## src/rtl/wind_vane_adc_responder_pkg.sv

```systemverilog
// Shared types and frame constants for the wind-vane ADC SPI responder.
package wind_vane_adc_responder_pkg;

  typedef enum logic [1:0] {VANE_IDLE, VANE_SHIFT, VANE_TRAIL} vane_state_t;

  localparam int VANE_FRAME_BITS  = 16;
  localparam int VANE_DATA_BITS   = 12;
  localparam int VANE_SYNC_STAGES = 2;
  localparam int VANE_CNT_BITS    = 5;

endpackage

```

## src/rtl/wind_vane_adc_responder_sync.sv

```systemverilog
// Pin synchroniser with one-cycle rise/fall pulses taken from the last sync stage.
module sync_edge_detect #(
  parameter int STAGES = 2
) (
  input  logic i_clk,
  input  logic i_rst_n,
  input  logic i_pin,
  output logic o_rise,
  output logic o_fall
);

  logic [STAGES-1:0] r_sync;
  logic              r_last;
  logic [STAGES:0]   r_arm;
  logic              w_armed;

  always_ff @(posedge i_clk or negedge i_rst_n) begin
    if (!i_rst_n) begin
      r_sync <= '1;
      r_last <= 1'b1;
      r_arm  <= '0;
    end else begin
      r_sync <= {r_sync[STAGES-2:0], i_pin};
      r_last <= r_sync[STAGES-1];
      r_arm  <= {r_arm[STAGES-1:0], 1'b1};
    end
  end

  // A pin already low when reset releases must not look like a fresh edge.
  assign w_armed = r_arm[STAGES];
  assign o_rise  = w_armed &  r_sync[STAGES-1] & ~r_last;
  assign o_fall  = w_armed & ~r_sync[STAGES-1] &  r_last;

endmodule

```

## src/rtl/wind_vane_adc_responder.sv

```systemverilog
// SPI responder model of the wind-vane ADC: shifts {zeros, null, code} MSB-first on MISO.
module wind_vane_adc_responder
  import wind_vane_adc_responder_pkg::*;
#(
  parameter int DATA_BITS   = VANE_DATA_BITS,
  parameter int FRAME_BITS  = VANE_FRAME_BITS,
  parameter int SYNC_STAGES = VANE_SYNC_STAGES
) (
  input  logic                     Clock,
  input  logic                     nReset,
  input  logic                     SPICLK,
  input  logic                     nVaneCS,
  input  logic [DATA_BITS-1:0]     vane_code,
  output logic                     MISO,
  output logic                     MISO_nEnable,
  output logic                     frame_done,
  output logic                     frame_abort,
  output logic [VANE_CNT_BITS-1:0] bit_count
);

  localparam int LEAD_BITS = FRAME_BITS - DATA_BITS - 1;
  localparam logic [VANE_CNT_BITS-1:0] CNT_MAX  = '1;
  localparam logic [VANE_CNT_BITS-1:0] CNT_LAST = VANE_CNT_BITS'(FRAME_BITS - 1);

  logic                     w_clk_rise;
  logic                     w_clk_fall;
  logic                     w_cs_rise;
  logic                     w_cs_fall;
  logic [FRAME_BITS-1:0]    w_frame;
  logic                     w_completing;

  vane_state_t              r_state;
  logic [FRAME_BITS-1:0]    r_shreg;
  logic                     r_miso;
  logic                     r_nen;
  logic                     r_done;
  logic                     r_abort;
  logic [VANE_CNT_BITS-1:0] r_cnt;

  sync_edge_detect #(.STAGES(SYNC_STAGES)) u_sync_spiclk (
    .i_clk   (Clock),
    .i_rst_n (nReset),
    .i_pin   (SPICLK),
    .o_rise  (w_clk_rise),
    .o_fall  (w_clk_fall)
  );

  sync_edge_detect #(.STAGES(SYNC_STAGES)) u_sync_cs (
    .i_clk   (Clock),
    .i_rst_n (nReset),
    .i_pin   (nVaneCS),
    .o_rise  (w_cs_rise),
    .o_fall  (w_cs_fall)
  );

  assign w_frame      = {{LEAD_BITS{1'b0}}, 1'b0, vane_code};
  assign w_completing = (r_state == VANE_SHIFT) && w_clk_rise && (r_cnt == CNT_LAST);

  always_ff @(posedge Clock or negedge nReset) begin
    if (!nReset) begin
      r_state <= VANE_IDLE;
      r_shreg <= '0;
      r_miso  <= 1'b0;
      r_nen   <= 1'b1;
      r_done  <= 1'b0;
      r_abort <= 1'b0;
      r_cnt   <= '0;
    end else begin
      r_done  <= 1'b0;
      r_abort <= 1'b0;
      case (r_state)
        VANE_IDLE: begin
          // A SPICLK fall coinciding with CS fall is deliberately dropped here.
          if (w_cs_fall) begin
            r_shreg <= w_frame;
            r_miso  <= w_frame[FRAME_BITS-1];
            r_nen   <= 1'b0;
            r_cnt   <= '0;
            r_state <= VANE_SHIFT;
          end
        end
        VANE_SHIFT, VANE_TRAIL: begin
          if (w_clk_rise) begin
            if (r_cnt != CNT_MAX) r_cnt <= r_cnt + 1'b1;
            if (w_completing) begin
              r_done  <= 1'b1;
              r_state <= VANE_TRAIL;
            end
          end else if (w_clk_fall) begin
            if (r_state == VANE_SHIFT) begin
              r_shreg <= {r_shreg[FRAME_BITS-2:0], 1'b0};
              r_miso  <= r_shreg[FRAME_BITS-2];
            end else begin
              r_miso  <= 1'b0;
            end
          end
          // CS rise overrides the state move above; a rise that completes the frame still counts.
          if (w_cs_rise) begin
            r_nen   <= 1'b1;
            r_miso  <= 1'b0;
            r_state <= VANE_IDLE;
            if ((r_state == VANE_SHIFT) && !w_completing) r_abort <= 1'b1;
          end
        end
        default: r_state <= VANE_IDLE;
      endcase
    end
  end

  assign MISO         = r_miso;
  assign MISO_nEnable = r_nen;
  assign frame_done   = r_done;
  assign frame_abort  = r_abort;
  assign bit_count    = r_cnt;

endmodule

```

## config.mk

```make
export PLATFORM = sky130hd
export DESIGN_NAME = wind_vane_adc_responder
export DESIGN_NICKNAME = d
export VERILOG_FILES = /design/src/rtl/wind_vane_adc_responder_pkg.sv /design/src/rtl/wind_vane_adc_responder_sync.sv /design/src/rtl/wind_vane_adc_responder.sv
export SDC_FILE = /design/constraint.sdc
export NUM_CORES = 1
export LEC_CHECK = 0
export CORE_MARGIN = 2
export CORE_UTILIZATION = 33
export DETAILED_ROUTE_END_ITERATION = 7
export GPL_TIMING_DRIVEN = 0
export MAX_ROUTING_LAYER = met4
export PLACE_DENSITY_LB_ADDON = 0.08
export SYNTH_ARGS = -nofsm -noshare
export SYNTH_HDL_FRONTEND = slang
export SYNTH_SLANG_ARGS = --single-unit
export TNS_END_PERCENT = 30
```

## constraint.sdc

```tcl
create_clock -name Clock -period 5.55 [get_ports Clock]
set_clock_uncertainty 0.05 [all_clocks]
set_input_delay 0.8325 -clock Clock [delete_from_list [all_inputs] [get_ports Clock]]
set_output_delay 0.8325 -clock Clock [all_outputs]
set_load 0.01 [all_outputs]
```

== After elaboration in Yosys (flattened, before gate mapping) ==
Index checks and enable logic that the tools add are counted.

* Register bits: 38
* Output and inout bits: 9
* Word-level logic and storage cells: 81

* $add $sub $neg: 1
* Equal/unequal tests: 15
* Mux-type cells: 28
* Bitwise logic cells: 12
* Reductions and logical operators: 12

{| class="wikitable"
|+ Operators by type and width
! kind !! count
|-
| $mux W15 || 4
|-
| $pmux W15 S2 || 1
|-
| $mux W5 || 3
|-
| $mux W1 || 12
|-
| $pmux W5 S2 || 1
|-
| $ne A3 B2 Y1 const B || 3
|-
| $and A1 B1 Y1 || 8
|-
| $mux W2 || 4
|-
| $ne A2 B2 Y1 const B || 4
|-
| $reduce_and A4 Y1 || 2
|-
| $ne A2 B1 Y1 const B || 3
|-
| $reduce_and A3 Y1 || 2
|-
| $add A5 B1 Y5 const B || 1
|-
| $eq A5 B4 Y1 const B || 1
|-
| $ne A5 B5 Y1 const B || 1
|-
| $reduce_and A5 Y1 || 1
|-
| $not A1 Y1 || 4
|-
| $pmux W1 S2 || 2
|-
| $pmux W2 S2 || 1
|-
| $logic_and A1 B1 Y1 || 3
|-
| $ne A3 B1 Y1 const B || 1
|-
| $eq A2 B1 Y1 const B || 1
|-
| $eq A2 B2 Y1 const B || 1
|-
| $logic_not A2 Y1 || 1
|-
| other kinds (3) || 3
|}

== Longest topological paths before layout ==
* Word-level depth: 9
* Gate-level depth with buffers: 8
* Depth with buffers taken out: 7

== Cells and area by module ==
A second synthesis with hierarchy kept.

* Cell total of the unflattened synthesis: 128
* Area, all modules: 1,692.9 µm²

{| class="wikitable"
|+ Modules (own cells, without submodules)
! module !! instances !! cells an instance !! area each (µm²) !! seq. area each (µm²)
|-
| wind_vane_adc_responder || 1 || 110 || 1,342.5 || 651.9
|-
| sync_edge_detect || 2 || 9 || 175.2 || 153.9
|}

== Worst setup path before layout ==
OpenSTA, ideal clock, no wires.

* Kind: flip-flop to flip-flop
* Start: reg r_cnt[0], in the netlist bit_count[0]
* End: reg r_cnt[3], in the netlist bit_count[3]
* Library setup time: 127 ps
* Data arrival time: 1,672 ps
* Slack: 3,701 ps
* Cell stages (with the launch flop): 8
* Period minus slack after synthesis: 1,849 ps
* Cells stage by stage: dfrtp_1 ha_1 and3_1 ha_1 and4bb_2 a41oi_1 o21ai_1 o31ai_1

* Cells in the longest elaborated chain, start to end: 4
* Elaborated cells on any way between the ends: 7

{| class="wikitable"
|+ RTL lines
! item !! line !! text
|-
| from (decl) || wind_vane_adc_responder.sv:38 || <nowiki>logic [VANE_CNT_BITS-1:0] r_cnt;</nowiki>
|-
| from (signal assigned) || wind_vane_adc_responder.sv:84 || <nowiki>if (r_cnt != CNT_MAX) r_cnt <= r_cnt + 1'b1;</nowiki>
|-
| $add A5 B1 Y5 || wind_vane_adc_responder.sv:84 ||
|-
| $mux W5 || wind_vane_adc_responder.sv:84 ||
|-
| $mux W5 || wind_vane_adc_responder.sv:83 || <nowiki>if (w_clk_rise) begin</nowiki>
|-
| $pmux W5 S2 || wind_vane_adc_responder.sv:71 || <nowiki>case (r_state)</nowiki>
|}

Several ways; a longest one is shown, not always the timed one. The select of a mux whose other input is x is not followed.
A chain may end at the register's enable or synchronous reset.

== Worst setup path after layout ==
* Start: reg r_nen, in the netlist MISO_nEnable
* End: out MISO_nEnable

{| class="wikitable"
|+ RTL lines
! item !! line !! text
|-
| from (decl) || wind_vane_adc_responder.sv:35 || <nowiki>logic r_nen;</nowiki>
|-
| from (signal assigned) || wind_vane_adc_responder.sv:64 || <nowiki>r_nen <= 1'b1;</nowiki>
|-
| from (signal assigned) || wind_vane_adc_responder.sv:77 || <nowiki>r_nen <= 1'b0;</nowiki>
|-
| from (signal assigned) || wind_vane_adc_responder.sv:99 || <nowiki>r_nen <= 1'b1;</nowiki>
|-
| to (decl) || wind_vane_adc_responder.sv:15 || <nowiki>output logic MISO_nEnable,</nowiki>
|}

No word-level cell between the ends.

==> run_summary.xml <==
<?xml version="1.0" encoding="UTF-8"?>
<metrics>
  <group name="power">
    <metric name="vdd.ir_drop.worst" unit="V">0.000143</metric>
    <metric name="total_leakage_power" unit="nW">0.827</metric>
    <metric name="power-per-cell-area" unit="nW/um^2">451</metric>
  </group>
  <group name="floorplan">
    <metric name="die_w" unit="um">74.3</metric>
    <metric name="initial_utilization" unit="%">34.3</metric>
    <metric name="core_region_area" unit="um^2">4750</metric>
    <metric name="design.die.area" unit="um^2">5520</metric>
    <metric name="ioPinCount" unit="">25</metric>
    <metric name="floorplan.die.height" unit="um">74.3</metric>
    <metric name="fp-row-count" unit="">25</metric>
  </group>
  <group name="finish">
    <metric name="layout_commonest_cell" unit="">sky130_fd_sc_hd__dfrtp_1</metric>
    <metric name="final_cell_area" unit="um^2">2030</metric>
    <metric name="layout.cells.most_common_list" unit="">28 x sky130_fd_sc_hd__dfrtp_1, 24 x sky130_fd_sc_hd__o22ai_1, 23 x sky130_fd_sc_hd__clkdlybuf4s50_1</metric>
    <metric name="diodes" unit="">0</metric>
    <metric name="drive_above_1_share" unit="%">13.4</metric>
    <metric name="layout_net_count" unit="">207</metric>
    <metric name="final-instance-count-excl-fill" unit="">253</metric>
    <metric name="signed_area_change_from_the_synthesized_netlist_to_the_final_layout" unit="%">24.5</metric>
  </group>
  <group name="clock_network">
    <metric name="worst_skew_pair.late_latency" unit="ns">0.29</metric>
    <metric name="cts_hold_repair.buffers" unit="">0</metric>
    <metric name="cts.htree.levels" unit="">2</metric>
    <metric name="cts_tree" unit="">done</metric>
    <metric name="numCtsBuffers" unit="">5</metric>
    <metric name="clock-sinks" unit="">35</metric>
    <metric name="postCtsSetupBuffers" unit="">0</metric>
    <metric name="clock_path_buffers" unit="">2</metric>
    <metric name="cts.repair.resized" unit="">0</metric>
    <metric name="clk_transition_reported_paths" unit="ns">0.06</metric>
    <metric name="clock_tree.root_cell" unit="">sky130_fd_sc_hd__clkbuf_8</metric>
  </group>
  <group name="setup_path">
    <metric name="critical_path_buffer_and_inverter_count" unit="">1</metric>
    <metric name="critPathMaxFanout" unit="">3</metric>
    <metric name="critical-path-top-delay-family" unit="">flip-flops</metric>
    <metric name="worstSetupPathType" unit="">flop to output pin</metric>
    <metric name="critPathArrivalTime" unit="ns">1.35</metric>
    <metric name="worstSetupStartpoint" unit="">MISO_nEnable</metric>
    <metric name="required" unit="ns">4.67</metric>
    <metric name="setup.worst_path.start_class" unit="">flop</metric>
    <metric name="reg2reg_from" unit="">bit_count[0]</metric>
    <metric name="cp_cell_sequence" unit="">clkdlybuf4s50_1</metric>
    <metric name="critical_path.endpoint_type" unit="">output pin</metric>
    <metric name="cpPeakStageDelay" unit="ns">0.54</metric>
    <metric name="crit_slowest_cell" unit="">sky130_fd_sc_hd__dfstp_2</metric>
  </group>
  <group name="timing">
    <metric name="post-route-period-util" unit="%">40.2</metric>
    <metric name="setup_total_negative_slack" unit="ns">0</metric>
    <metric name="fmaxAchievable" unit="MHz">449</metric>
    <metric name="final-setup-viol-count" unit="">0</metric>
    <metric name="setup_repair_after_global_routing_missed_its_margin" unit="">false</metric>
    <metric name="slew_violations" unit="">0</metric>
    <metric name="finalCriticalPeriod" unit="ns">2.23</metric>
    <metric name="worst-slew-pin-transition" unit="ns">0.765</metric>
    <metric name="timing.final.hold_violations" unit="">0</metric>
    <metric name="timing.max_slew.rel_slack" unit="%">49.0</metric>
  </group>
  <group name="drt">
    <metric name="detail_route.vias_per_cell" unit="">5.15</metric>
    <metric name="wl_per_cell" unit="um">14.2</metric>
    <metric name="drt_wl_total" unit="um">3590</metric>
    <metric name="drc" unit="">0</metric>
    <metric name="routed-via-count" unit="">1302</metric>
    <metric name="wl_met1" unit="um">1590</metric>
    <metric name="antenna_left" unit="">0</metric>
    <metric name="dr.pass1.iters" unit="">4</metric>
    <metric name="wl_met3" unit="um">152</metric>
    <metric name="met2WireLength" unit="um">1800</metric>
    <metric name="drt_iter0_drc" unit="">50</metric>
    <metric name="routed.top_layer" unit="">met4</metric>
  </group>
  <group name="status">
    <metric name="outcome" unit="">finished, final reports clean</metric>
  </group>
  <group name="place">
    <metric name="numPortBuffers" unit="">24</metric>
    <metric name="placement.cell_area" unit="um^2">1950</metric>
    <metric name="total_instance_count_after_detailed_placement" unit="">245</metric>
    <metric name="place_congestion" unit="">0.792</metric>
    <metric name="place_hpwl" unit="um">2510</metric>
  </group>
  <group name="global_route">
    <metric name="overflow" unit="">0</metric>
    <metric name="grt_antenna_before_repair" unit="">0</metric>
    <metric name="number_of_global_route_vias_before_repair" unit="">1350</metric>
    <metric name="grtUsageTotal" unit="%">15.5</metric>
    <metric name="grt_pass1_wl" unit="um">6220</metric>
    <metric name="grt_max_degree" unit="">36</metric>
  </group>
  <group name="min_path">
    <metric name="worstHoldStart" unit="">u_sync_cs.r_arm[1]</metric>
    <metric name="kind_of_path_behind_the_tightest_hold_check" unit="">flop to flop</metric>
  </group>
  <group name="synthesis">
    <metric name="ys.warnings.count" unit="">0</metric>
    <metric name="synth_sequential_area_ratio" unit="%">54.2</metric>
    <metric name="synth-seq-cells" unit="">35</metric>
    <metric name="synth_cell_type_count" unit="">36</metric>
    <metric name="synth_cells" unit="">154</metric>
    <metric name="syn-cell-area" unit="um^2">1630</metric>
    <metric name="syn_avg_cell_area" unit="um^2">10.6</metric>
    <metric name="mappedNetlistNets" unit="">176</metric>
  </group>
  <group name="flow_run">
    <metric name="max_cap_viol_count" unit="">0</metric>
  </group>
</metrics>
## layout make-up
type | instances | area [um^2]
clock inverter | 1 | 5.00
tap | 67 | 83.8
fill | 492 | 2720
inverter | 6 | 22.5
timing repair buffer | 24 | 235
buffer | 8 | 58.8
sequential | 35 | 885
clock buffer | 7 | 76.3
multi-input combinational | 105 | 666
## cells in the mapped netlist
cell | count | area [um^2]
sky130_fd_sc_hd__dfrtp_1 | 28 | 701
sky130_fd_sc_hd__o22ai_1 | 24 | 150
sky130_fd_sc_hd__a21oi_1 | 20 | 100
sky130_fd_sc_hd__nand2_1 | 13 | 48.8
sky130_fd_sc_hd__o21ai_1 | 8 | 40.0
sky130_fd_sc_hd__dfstp_2 | 7 | 184
sky130_fd_sc_hd__ha_1 | 6 | 75.1
sky130_fd_sc_hd__inv_1 | 5 | 18.8
sky130_fd_sc_hd__nand3_1 | 4 | 20.0
sky130_fd_sc_hd__nor2_1 | 4 | 15.0
sky130_fd_sc_hd__buf_6 | 3 | 33.8
sky130_fd_sc_hd__and2b_1 | 2 | 15.0
sky130_fd_sc_hd__buf_2 | 2 | 10.0
sky130_fd_sc_hd__clkbuf_1 | 2 | 7.51
sky130_fd_sc_hd__nand3b_1 | 2 | 15.0
sky130_fd_sc_hd__nand4_1 | 2 | 12.5
sky130_fd_sc_hd__nand4b_1 | 2 | 17.5
sky130_fd_sc_hd__o31ai_1 | 2 | 15.0
sky130_fd_sc_hd__a21o_1 | 1 | 7.51
sky130_fd_sc_hd__a41oi_1 | 1 | 8.76
sky130_fd_sc_hd__and3_1 | 1 | 6.26
sky130_fd_sc_hd__and4b_1 | 1 | 10.0
sky130_fd_sc_hd__and4b_4 | 1 | 13.8
sky130_fd_sc_hd__and4bb_2 | 1 | 12.5
sky130_fd_sc_hd__buf_4 | 1 | 7.51
sky130_fd_sc_hd__conb_1 | 1 | 3.75
sky130_fd_sc_hd__inv_2 | 1 | 3.75
sky130_fd_sc_hd__mux2_1 | 1 | 11.3
sky130_fd_sc_hd__nor2b_1 | 1 | 6.26
sky130_fd_sc_hd__nor3_1 | 1 | 5.00
sky130_fd_sc_hd__nor4bb_1 | 1 | 10.0
sky130_fd_sc_hd__o211ai_1 | 1 | 7.51
sky130_fd_sc_hd__o21ai_0 | 1 | 5.00
sky130_fd_sc_hd__o21ai_2 | 1 | 8.76
sky130_fd_sc_hd__o21ai_4 | 1 | 16.3
sky130_fd_sc_hd__o2bb2ai_1 | 1 | 8.76
## metrics by stage
stage | power (W) | util (%) | setup slack, ns | hold WS (ns)
after detailed placement | 0.000748 | 41.0 | 3.57 | 0.293
after CTS | 0.000928 | 42.7 | 3.30 | 0.307
after global placement | 0.000732 | 41.1 | 2.86 | 0.285
after global routing | 0.000998 | 42.7 | 3.27 | 0.310
final | 0.000917 | 42.7 | 3.32 | 0.304
after floorplan | 0.000639 | - | 3.70 | 0.281
## path summary, 6_finish.rpt
kind / end / slack (ns) / cells after the start
worst max-delay path: MISO_nEnable / 3.32 / 1
worst min-delay path: u_sync_cs.r_arm[2] / 0.30 / 0
worst max register to register: bit_count[3] / 3.55 / 7
worst min register to register: u_sync_cs.r_arm[2] / 0.30 / 0
max in group asynchronous: r_shreg[4] / 4.39 / 1
min in group asynchronous: frame_abort / 0.56 / 1
## state kept, by name, summed over array words and instances, names as in the netlist
name and flops:
u_sync_cs.r_sync 2, r_shreg 15, bit_count 5, frame_done 1, u_sync_cs.r_last 1, u_sync_spiclk.r_last 1, u_sync_spiclk.r_sync 2, r_state 2
MISO 1, MISO_nEnable 1, u_sync_cs.r_arm 3, frame_abort 1
## logic make-up (layout without fill, tap and decap cells)
| logic type | after synthesis | in the layout | synth area share [%] |
|---|---|---|---|
| adders and majority gates | 6 | 6 | 4.60 |
| buffers and inverters | 14 | 46 | 4.98 |
| and+or+nand+nor | 36 | 36 | 12.7 |
| other | 1 | 1 | 0.230 |
| DFF | 35 | 35 | 54.2 |
| AOI/OAI and AO/OA | 61 | 61 | 22.5 |
| muxes | 1 | 1 | 0.690 |
## metal layers
| metal | global-route usage, % | vias to the layer above |
|---|---|---|
| li1 | - | 632 |
| met1 | 18.9 | 638 |
| met2 | 25.0 | 27 |
| met3 | 3.66 | 5 |
| met4 | 5.95 | 0 |
| met5 | - | - |
## power by group
part / total (W) / switching (W) / internal [W] / leakage [nW]
clock: 0.000176 / 0.0000885 / 0.0000880 / 0.0422
combinational: 0.000349 / 0.000192 / 0.000157 / 0.356
sequential: 0.000391 / 0.0000578 / 0.000333 / 0.428
Power figures use the tool's default switching activity.
